===== src/rtl/kalman_seq_pkg.sv =====
// Shared types and defaults for the kalman_sequencer slice.
package kalman_seq_pkg;

  localparam int unsigned DefDataW = 16;

  typedef enum logic [1:0] {
    StIdle,
    StFilter,
    StSendWait,
    StSend
  } state_e;

endpackage


===== src/rtl/kalman_sequencer_if.sv =====
// Sensor / filter / serializer signal bundle; slave is the sequencer view, master the surroundings.
interface kalman_sequencer_if
  import kalman_seq_pkg::*;
#(
    parameter int unsigned DATA_W = DefDataW,
    parameter int unsigned CNT_W  = 8
);

    logic [DATA_W-1:0] z_in;
    logic              z_valid;
    logic              kf_start;
    logic [DATA_W-1:0] kf_z;
    logic              kf_done;
    logic [DATA_W-1:0] kf_x;
    logic              tx_busy;
    logic              tx_start;
    logic [DATA_W-1:0] tx_data;
    logic              clear_err;
    logic              busy;
    logic [CNT_W-1:0]  overrun_cnt;
    logic              err_timeout;

    modport slave (
        input  z_in, z_valid, kf_done, kf_x, tx_busy, clear_err,
        output kf_start, kf_z, tx_start, tx_data, busy, overrun_cnt, err_timeout
    );

    modport master (
        output z_in, z_valid, kf_done, kf_x, tx_busy, clear_err,
        input  kf_start, kf_z, tx_start, tx_data, busy, overrun_cnt, err_timeout
    );

endinterface


===== src/rtl/sync_edge.sv =====
// Multi-flop synchroniser for an asynchronous level, followed by a registered
// one-cycle rising-edge pulse.
module sync_edge #(
    parameter int unsigned STAGES = 2
) (
    input  logic clk,
    input  logic rst_n,
    input  logic din,
    output logic pulse
);

    logic [STAGES-1:0] sync_q;
    logic              last_q;
    logic              pulse_q;

    always_ff @(posedge clk or negedge rst_n) begin
        if (!rst_n) begin
            sync_q  <= '0;
            last_q  <= 1'b0;
            pulse_q <= 1'b0;
        end else begin
            sync_q  <= {sync_q[STAGES-2:0], din};
            last_q  <= sync_q[STAGES-1];
            pulse_q <= sync_q[STAGES-1] & ~last_q;
        end
    end

    assign pulse = pulse_q;

endmodule


===== src/rtl/kalman_sequencer.sv =====
// Sequences one filter run per sensor sample and forwards the posterior to the serializer.
// Optional FILTER watchdog enabled by defining KSEQ_WATCHDOG_EN.
module kalman_sequencer
  import kalman_seq_pkg::*;
#(
    parameter int unsigned DATA_W      = DefDataW,
    parameter int unsigned SYNC_STAGES = 2,
    parameter int unsigned CNT_W       = 8,
    parameter int unsigned WDOG_CYCLES = 1024
) (
    input logic              clk,
    input logic              rst_n,
    kalman_sequencer_if.slave bus
);

    state_e            state_q, state_d;
    logic [DATA_W-1:0] pending_q, result_q, kf_z_q, tx_data_q;
    logic              pending_vld_q, busy_q;
    logic [CNT_W-1:0]  ovr_q;
    logic              sample_evt, consume, launch_tx, overrun, timeout;

    sync_edge #(
        .STAGES(SYNC_STAGES)
    ) u_sync (
        .clk  (clk),
        .rst_n(rst_n),
        .din  (bus.z_valid),
        .pulse(sample_evt)
    );

    always_comb begin
        state_d   = state_q;
        consume   = 1'b0;
        launch_tx = 1'b0;
        unique case (state_q)
            StIdle: begin
                if (pending_vld_q) begin
                    consume = 1'b1;
                    state_d = StFilter;
                end
            end
            StFilter: begin
                // A done arriving in the timeout cycle still counts as in time.
                if (bus.kf_done) state_d = StSendWait;
                else if (timeout) state_d = StIdle;
            end
            StSendWait: begin
                if (!bus.tx_busy) begin
                    launch_tx = 1'b1;
                    state_d   = StSend;
                end
            end
            StSend:  state_d = StIdle;
            default: state_d = StIdle;
        endcase
    end

    // A sample landing while IDLE drains pending is not an overrun.
    assign overrun = sample_evt & pending_vld_q & ~consume;

    always_ff @(posedge clk or negedge rst_n) begin
        if (!rst_n) begin
            state_q       <= StIdle;
            pending_q     <= '0;
            pending_vld_q <= 1'b0;
            result_q      <= '0;
            kf_z_q        <= '0;
            tx_data_q     <= '0;
            busy_q        <= 1'b0;
            ovr_q         <= '0;
        end else begin
            state_q <= state_d;
            busy_q  <= (state_d != StIdle);
            if (sample_evt) pending_q <= bus.z_in;
            if (sample_evt) pending_vld_q <= 1'b1;
            else if (consume) pending_vld_q <= 1'b0;
            if (consume) kf_z_q <= pending_q;
            if (state_q == StFilter && bus.kf_done) result_q <= bus.kf_x;
            if (launch_tx) tx_data_q <= result_q;
            if (bus.clear_err) ovr_q <= '0;
            else if (overrun && ovr_q != '1) ovr_q <= ovr_q + 1'b1;
        end
    end

`ifdef KSEQ_WATCHDOG_EN
    localparam int unsigned WdogW = $clog2(WDOG_CYCLES + 1);
    localparam logic [WdogW-1:0] WdogLast = WdogW'(WDOG_CYCLES - 1);

    logic [WdogW-1:0] wdog_q;
    logic             err_q;

    assign timeout = (state_q == StFilter) && (wdog_q == WdogLast) && !bus.kf_done;

    always_ff @(posedge clk or negedge rst_n) begin
        if (!rst_n) begin
            wdog_q <= '0;
            err_q  <= 1'b0;
        end else begin
            if (consume) wdog_q <= '0;
            else if (state_q == StFilter) wdog_q <= wdog_q + 1'b1;
            if (bus.clear_err) err_q <= 1'b0;
            else if (timeout) err_q <= 1'b1;
        end
    end

    assign bus.err_timeout = err_q;
`else
    logic unused_wdog;
    assign unused_wdog     = (WDOG_CYCLES == 0);
    assign timeout         = 1'b0;
    assign bus.err_timeout = 1'b0;
`endif

    // Pulses are Mealy so they fire in the cycle the condition holds; data muxes keep words
    // aligned with their pulse and held afterwards.
    assign bus.kf_start    = consume;
    assign bus.kf_z        = consume ? pending_q : kf_z_q;
    assign bus.tx_start    = launch_tx;
    assign bus.tx_data     = launch_tx ? result_q : tx_data_q;
    assign bus.busy        = busy_q;
    assign bus.overrun_cnt = ovr_q;

endmodule


===== src/flat_wrapper.sv =====
// flat-port wrapper written by rule: the top's interface ports become plain ports
module kalman_sequencer_flat import kalman_seq_pkg::*;
#(
    parameter int unsigned DATA_W      = DefDataW,
    parameter int unsigned SYNC_STAGES = 2,
    parameter int unsigned CNT_W       = 8,
    parameter int unsigned WDOG_CYCLES = 1024
)
  (clk, rst_n, bus_z_in, bus_z_valid, bus_kf_done, bus_kf_x, bus_tx_busy, bus_clear_err, bus_kf_start, bus_kf_z, bus_tx_start, bus_tx_data, bus_busy, bus_overrun_cnt, bus_err_timeout);
  kalman_sequencer_if #(.DATA_W(DATA_W), .CNT_W(CNT_W)) bus_i ();
  input logic clk;
  input logic rst_n;
  input wire logic [$bits(bus_i.z_in)-1:0] bus_z_in;
  input wire logic [$bits(bus_i.z_valid)-1:0] bus_z_valid;
  input wire logic [$bits(bus_i.kf_done)-1:0] bus_kf_done;
  input wire logic [$bits(bus_i.kf_x)-1:0] bus_kf_x;
  input wire logic [$bits(bus_i.tx_busy)-1:0] bus_tx_busy;
  input wire logic [$bits(bus_i.clear_err)-1:0] bus_clear_err;
  output wire logic [$bits(bus_i.kf_start)-1:0] bus_kf_start;
  output wire logic [$bits(bus_i.kf_z)-1:0] bus_kf_z;
  output wire logic [$bits(bus_i.tx_start)-1:0] bus_tx_start;
  output wire logic [$bits(bus_i.tx_data)-1:0] bus_tx_data;
  output wire logic [$bits(bus_i.busy)-1:0] bus_busy;
  output wire logic [$bits(bus_i.overrun_cnt)-1:0] bus_overrun_cnt;
  output wire logic [$bits(bus_i.err_timeout)-1:0] bus_err_timeout;
  assign bus_i.z_in = bus_z_in;
  assign bus_i.z_valid = bus_z_valid;
  assign bus_i.kf_done = bus_kf_done;
  assign bus_i.kf_x = bus_kf_x;
  assign bus_i.tx_busy = bus_tx_busy;
  assign bus_i.clear_err = bus_clear_err;
  assign bus_kf_start = bus_i.kf_start;
  assign bus_kf_z = bus_i.kf_z;
  assign bus_tx_start = bus_i.tx_start;
  assign bus_tx_data = bus_i.tx_data;
  assign bus_busy = bus_i.busy;
  assign bus_overrun_cnt = bus_i.overrun_cnt;
  assign bus_err_timeout = bus_i.err_timeout;
  kalman_sequencer #(.DATA_W(DATA_W), .SYNC_STAGES(SYNC_STAGES), .CNT_W(CNT_W), .WDOG_CYCLES(WDOG_CYCLES)) u_core (.clk(clk), .rst_n(rst_n), .bus(bus_i));
endmodule

===== config.mk =====
export PLATFORM = sky130hd
export DESIGN_NAME = kalman_sequencer_flat
export DESIGN_NICKNAME = d
export VERILOG_FILES = /design/src/rtl/kalman_seq_pkg.sv /design/src/rtl/kalman_sequencer_if.sv /design/src/rtl/sync_edge.sv /design/src/rtl/kalman_sequencer.sv /design/src/flat_wrapper.sv
export SDC_FILE = /design/constraint.sdc
export NUM_CORES = 1
export LEC_CHECK = 0
export BUFFER_PORTS_ARGS = -buffer_cell sky130_fd_sc_hd__buf_2
export CAP_MARGIN = 10
export CORE_ASPECT_RATIO = 0.7
export CORE_UTILIZATION = 55
export DETAILED_ROUTE_END_ITERATION = 8
export PLACE_DENSITY_LB_ADDON = 0.1
export SLEW_MARGIN = 5
export SYNTH_ARGS = -nofsm -noshare
export SYNTH_HDL_FRONTEND = slang
export SYNTH_SLANG_ARGS = --single-unit
export TNS_END_PERCENT = 1

===== constraint.sdc =====
create_clock -name clk -period 3.6 [get_ports clk]
set_input_delay 0 -clock clk [delete_from_list [all_inputs] [get_ports clk]]
set_output_delay 0 -clock clk [all_outputs]
set_load 0.005 [all_outputs]

* Word-level counts from Yosys, hierarchy flattened
Cells that the tools add are included.
** Storage, ports and cells
- Register bits :: 80
- Bits of input ports :: 38
- Output and inout port bits :: 44
- Word-level logic and storage cells :: 41
** Operators by class
- $add $sub $neg :: 1
- Equal/unequal tests :: 4
- Multiplexer cells :: 14
- Bitwise gates (word level) :: 5
- Reductions and logical operators :: 6
** Operators by type and width (number)
- $mux W16 :: 2
- $mux W8 :: 2
- $add A8 B1 Y8 const B :: 1
- $ne A8 B8 Y1 const B :: 1
- $pmux W2 S4 :: 1
- $mux W1 :: 6
- $mux W2 :: 3
- $reduce_bool A2 Y1 :: 3
- $eq A2 B2 Y1 const B :: 2
- $and A1 B1 Y1 :: 3
- $eq A2 B1 Y1 const B :: 1
- $logic_and A1 B1 Y1 :: 2
- $logic_not A2 Y1 :: 1
- $not A1 Y1 :: 2

* Logic depth before layout (Yosys ltp)
- Depth in word-level cells :: 7
- Mapped depth :: 6
- Gate-level depth less buffers :: 5

* Cells and area by module
Synthesis repeated with hierarchy kept, for this count alone.
** Unflattened totals
- Cell total of the unflattened synthesis :: 204
- Area total of the unflattened synthesis :: 3170.5 um2
** By module, submodules not included
- kalman_sequencer :: instances 1, cells each 199, area an instance 3056.7 um2
- sync_edge :: instances 1, cells each 5, area an instance 113.9 um2

* Worst setup path before layout
Ideal clock, no wire load.
- Path kind :: reg2reg
- From :: register u_core.state_q[1]
- To :: register u_core.kf_z_q[10]
- Setup time :: 132 ps
- Arrival time :: 1377 ps
- Required time :: 3468 ps
- Slack :: 2092 ps
- Stages on the path, launching flop included :: 5
- Buffers on the path :: 2
- Path through :: dfrtp_1 buf_6 nor3b_4 buf_6 mux2_2
** Between the ends
- Word-level cells in the longest chain between the ends :: 3
** Ends and longest elaborated chain
- start: declaration :: line kalman_sequencer.sv:16 : state_e state_q, state_d;
- start signal: assignment :: line kalman_sequencer.sv:63 : state_q <= StIdle;
- start signal: assignment :: line kalman_sequencer.sv:72 : state_q <= state_d;
- $logic_not A2 Y1 :: line kalman_sequencer.sv:35 : unique case (state_q)
- $mux W1 :: line kalman_sequencer.sv:35
- net bus_kf_start :: line flat_wrapper.sv:19 : output wire logic [$bits(bus_i.kf_start)-1:0] bus_kf_start;
- $mux W16
- net bus_kf_z[10] :: line flat_wrapper.sv:20 : output wire logic [$bits(bus_i.kf_z)-1:0] bus_kf_z;
- end signal: assignment :: line kalman_sequencer.sv:77 : if (consume) kf_z_q <= pending_q;
- end: declaration :: line kalman_sequencer.sv:17 : logic [DATA_W-1:0] pending_q, result_q, kf_z_q, tx_data_q;
The timed path passes the listed nets, and every way through them passes these cells.
A chain may end at the register's enable or synchronous reset.

* Worst setup path in the final report
- From :: register u_core.state_q[1]
- To :: output bus_kf_z[11]
** Between the ends
- Word-level cells in the longest chain between the ends :: 3
** Ends and longest elaborated chain
- $logic_not A2 Y1 :: line kalman_sequencer.sv:35
- $mux W1 :: line kalman_sequencer.sv:35
- $mux W16 :: line kalman_sequencer.sv:117 : assign bus.kf_z = consume ? pending_q : kf_z_q;
- end: declaration :: line flat_wrapper.sv:20
Every way passes these cells.

==> reports/metrics.csv <==
stage,metric,value,unit
outcome,result of the run,completed,
synth,share of the synthesized area in compound gates (AO/OA/AOI/OAI),2.41,%
sta,Setup Viol. Count Final,0,
min_path,HP Class,input port to flop,
placement,HPWL after detailed placement,3.57,mm
sta,Final Critical Period,2.21,ns
clock_network,count of hold buffers inserted by post-cts repair,37,
finish,"non-filler cells, final",394,
floorplanning,area of the core region,5400,um2
floorplanning,num rows,22,
synth,cell with the most instances after synthesis,sky130_fd_sc_hd__dfrtp_1,
global_routing,first-pass GRT wire length,9.48,mm
power_and_ir_drop,largest vdd supply drop,0.434,mV
synth,share of synthesized area occupied by flip-flops and latches,63.2,%
synth,"Net Count, Synth",239,
synth,number of enable flip-flop cells after synthesis,0,
synth,largest cells by area after synthesis,"sky130_fd_sc_hd__dfrtp_1 (63%), sky130_fd_sc_hd__mux2_2 (20%), sky130_fd_sc_hd__mux2_4 (4.3%), sky130_fd_sc_hd__buf_6 (1.4%), sky130_fd_sc_hd__xor2_1 (1.4%)",
setup_path,crit-path cells,nor3b_4 -> mux2_2 -> buf_2,
synth,Cell variety after synth,34,
sta,unrepaired setup endpoints after global routing,false,
global_routing,remaining global-route overflow,0,
synth,simple-gate share of the synthesized area,4.90,%
clock_network,Clock Sinks,80,
clock_network,CTS root buf,sky130_fd_sc_hd__clkbuf_8,
floorplanning,initial cell density of the core,58.7,%
synth,primary flip-flop cell chosen by synthesis mapping,sky130_fd_sc_hd__dfrtp_1,
route,count of nets left with antenna violations after detail routing,0,
synth,share of synthesized registers carrying an async set or reset,100,%
setup_path,launching element type of the critical path,flop,
placement,dpl cells,342,
route,residual DRC count,0,
sta,aggregate negative setup slack,0,ns
setup_path,launching element of the worst setup path,u_core.state_q[1]$_DFF_PN0_,
global_routing,largest net degree at the start of global routing,81,
synth,number of register bits inferred by synthesis,80,
setup_path,slowest cell delay on critical path,0.80,ns
synth,area share of the largest cell type after synthesis,63.2,%
finish,layout cell share with drive strength beyond 1,50.9,%
global_routing,via count of the first global-routing pass,1996,
route,final routed wire length divided by cell count,14.6,um
floorplanning,Die Span Y,65.5,um
synth,main combinational cell family by area after synthesis,multiplexers,
finish,layout net count,357,
sta,number of hold-slack violations in the final timing report,0,
synth,biggest area consumer among synthesized cells,sky130_fd_sc_hd__dfrtp_1,
synth,Synth Area in XOR/XNOR,1.38,%
global_routing,global-route usage over all layers,21.1,%
finish,number of diodes,0,
sta,worst-case headroom to the max-slew limit,36.2,%
synth,cell area after technology mapping,3170,um2
setup_path,crit path capture type,primary output,
sta,worst clock skew on the final layout,0.00980,ns
clock_network,clock buffers created by TritonCTS,9,
synth,multiplexer share of the synthesized area,24.5,%
finish,count of fill cells added during filler insertion,374,
route,router iterations before antenna repair,4,
synth,Post-synth top cells,"sky130_fd_sc_hd__dfrtp_1 (80), sky130_fd_sc_hd__mux2_2 (56), sky130_fd_sc_hd__mux2_4 (9)",
floorplanning,die width,92.7,um
clock_network,post-CTS sizing,0,
floorplanning,area of the die,6070,um2
min_path,Hold Crit Start,bus_z_valid,
sta,fraction of the cycle the final worst path needs,61.4,%
sta,slew at the pin closest to its max-slew limit,0.957,ns
synth,per-instance average area after synthesis,15.8,um2
sta,Max Clk Rate,453,MHz
floorplanning,I/O Pins,82,
route,vias per inst,4.94,
clock_network,H-tree lvl count,3,
power_and_ir_drop,total power,2990,uW
setup_path,number of buffer and inverter instances along the worst setup path,1,
clock_network,clock tree from TritonCTS,built,
synth,post-synthesis cell count,200,
setup_path,Crit Reg-Reg Startpoint,u_core.u_sync.pulse$_DFF_PN0_,
run,number of max-cap violations,0,
setup_path,required time of the critical path,3.60,ns
route,number of DRC violations after detailed-routing iteration 0,96,
setup_path,CP Class,flop to primary output,
power_and_ir_drop,Power Density,723,nW/um2
placement,final estimated routing congestion in global placement,0.770,
finish,final core area utilization,76.6,%
clock_network,post-CTS repair timing setup buffer count,0,
sta,final count of pins violating max slew,0,
clock_network,post-CTS clock slew at the launch and capture registers of the worst setup and hold paths,0.08,ns
route,vias,1945,
route,total wire length,5.74,mm
clock_network,Skew-Pair Late Insertion Delay,0.35,ns
setup_path,Crit path arrival time,2.21,ns
clock_network,clk buf depth,2,
power_and_ir_drop,static leakage power,0.00197,uW
finish,area growth from synthesis to final layout,30.5,%
synth,"arithmetic-cell share of the synthesized area counting full adders, half adders and majority gates",0.395,%
setup_path,top fanout value on the critical path,17,
placement,Port-buffer cells,80,
global_routing,number of antenna violations at the first check in global routing,0,
synth,yosys warns,0,
setup_path,critical path's top delay family,simple AND/OR/NAND/NOR gates,
setup_path,cell at the slowest stage of the critical path,sky130_fd_sc_hd__nor3b_4,
layout by cell type, fill, tap and decap left out, types with 2 or more instances in the layout:
| cell | netlist | layout |
|---|---|---|
| sky130_fd_sc_hd__clkbuf_8 | 0 | 10 |
| sky130_fd_sc_hd__mux2_2 | 56 | 56 |
| sky130_fd_sc_hd__nor3_1 | 2 | 2 |
| sky130_fd_sc_hd__o2111ai_1 | 2 | 2 |
| sky130_fd_sc_hd__o21ai_0 | 3 | 3 |
| sky130_fd_sc_hd__nor2_1 | 8 | 8 |
| sky130_fd_sc_hd__dlygate4sd3_1 | 0 | 37 |
| sky130_fd_sc_hd__nand4_1 | 2 | 2 |
| sky130_fd_sc_hd__clkinvlp_4 | 0 | 3 |
| sky130_fd_sc_hd__dfrtp_1 | 80 | 80 |
| sky130_fd_sc_hd__mux2_4 | 9 | 9 |
| sky130_fd_sc_hd__buf_2 | 2 | 79 |
| sky130_fd_sc_hd__xor2_1 | 5 | 5 |
| sky130_fd_sc_hd__and2_1 | 2 | 2 |
| sky130_fd_sc_hd__o211ai_1 | 2 | 2 |
| sky130_fd_sc_hd__nor2b_1 | 2 | 2 |
state kept, by name, indices dropped and copies added (netlist names):
name	flops
u_core.pending_vld_q	1
u_core.kf_z_q	16
u_core.u_sync.pulse	1
u_core.u_sync.last_q	1
u_core.result_q	16
u_core.state_q	2
u_core.tx_data_q	16
u_core.bus.busy	1
u_core.bus.overrun_cnt	8
u_core.pending_q	16
u_core.u_sync.sync_q	2
final timing paths:
check,slack [ns],cells past startpoint,endpoint
min in group asynchronous,0.38,2,u_core.pending_q[0]$_DFFE_PN0P_
max reg2reg,1.72,4,u_core.bus.overrun_cnt[7]$_DFFE_PN0P_
max in group asynchronous,2.61,2,u_core.result_q[10]$_DFFE_PN0P_
min reg2reg,0.36,0,u_core.u_sync.sync_q[1]$_DFF_PN0_
min,0.31,2,u_core.u_sync.sync_q[0]$_DFF_PN0_
max,1.39,3,bus_kf_z[11]
layer usage:
layer | global-route usage [%] | vias up | routed length, um
met4 | 8.08 | 0 | 82
met2 | 32.5 | 59 | 2620
li1 | - | 934 | -
met3 | 6.13 | 8 | 293
met5 | 0 | - | 0
met1 | 28.8 | 944 | 2740
where the power goes:
part	internal, uW	leakage (uW)	total [uW]	switching [uW]
Combinational	590	0.000914	976	386
Clock	334	0.0000904	644	311
Sequential	1220	0.000965	1370	142
Total	2150	0.00197	2990	838
kinds of logic after synthesis:
group,count (synthesis)
DFF,80
buffers and inverters,11
xor gates and xnor gates,5
AOI/OAI and AO/OA,11
and+or+nand+nor,25
other,1
muxes,66
adders and majority gates,1
stage by stage:
step | area (um2) | hold slack (ns) | setup WS, ns
after floorplan | 3170 | -0.296 | 2.09
after global placement | 3570 | 0.119 | 1.75
after detailed placement | 3570 | 0.115 | 1.72
after CTS | 4130 | 0.277 | 1.35
after global routing | 4130 | 0.321 | 1.24
final | 4130 | 0.306 | 1.39
final cells by class:
type	count	area (um2)	area share, %
well taps	72	90.1	2.18
repair buffers	117	773	18.7
clock buffers	10	138	3.33
multi-input cells	109	1070	25.8
clock inverters	5	57.6	1.39
inverters	1	3.75	0.0909
flip-flops and latches	80	2000	48.5
No activity file was read; power rests on OpenSTA's default activity.
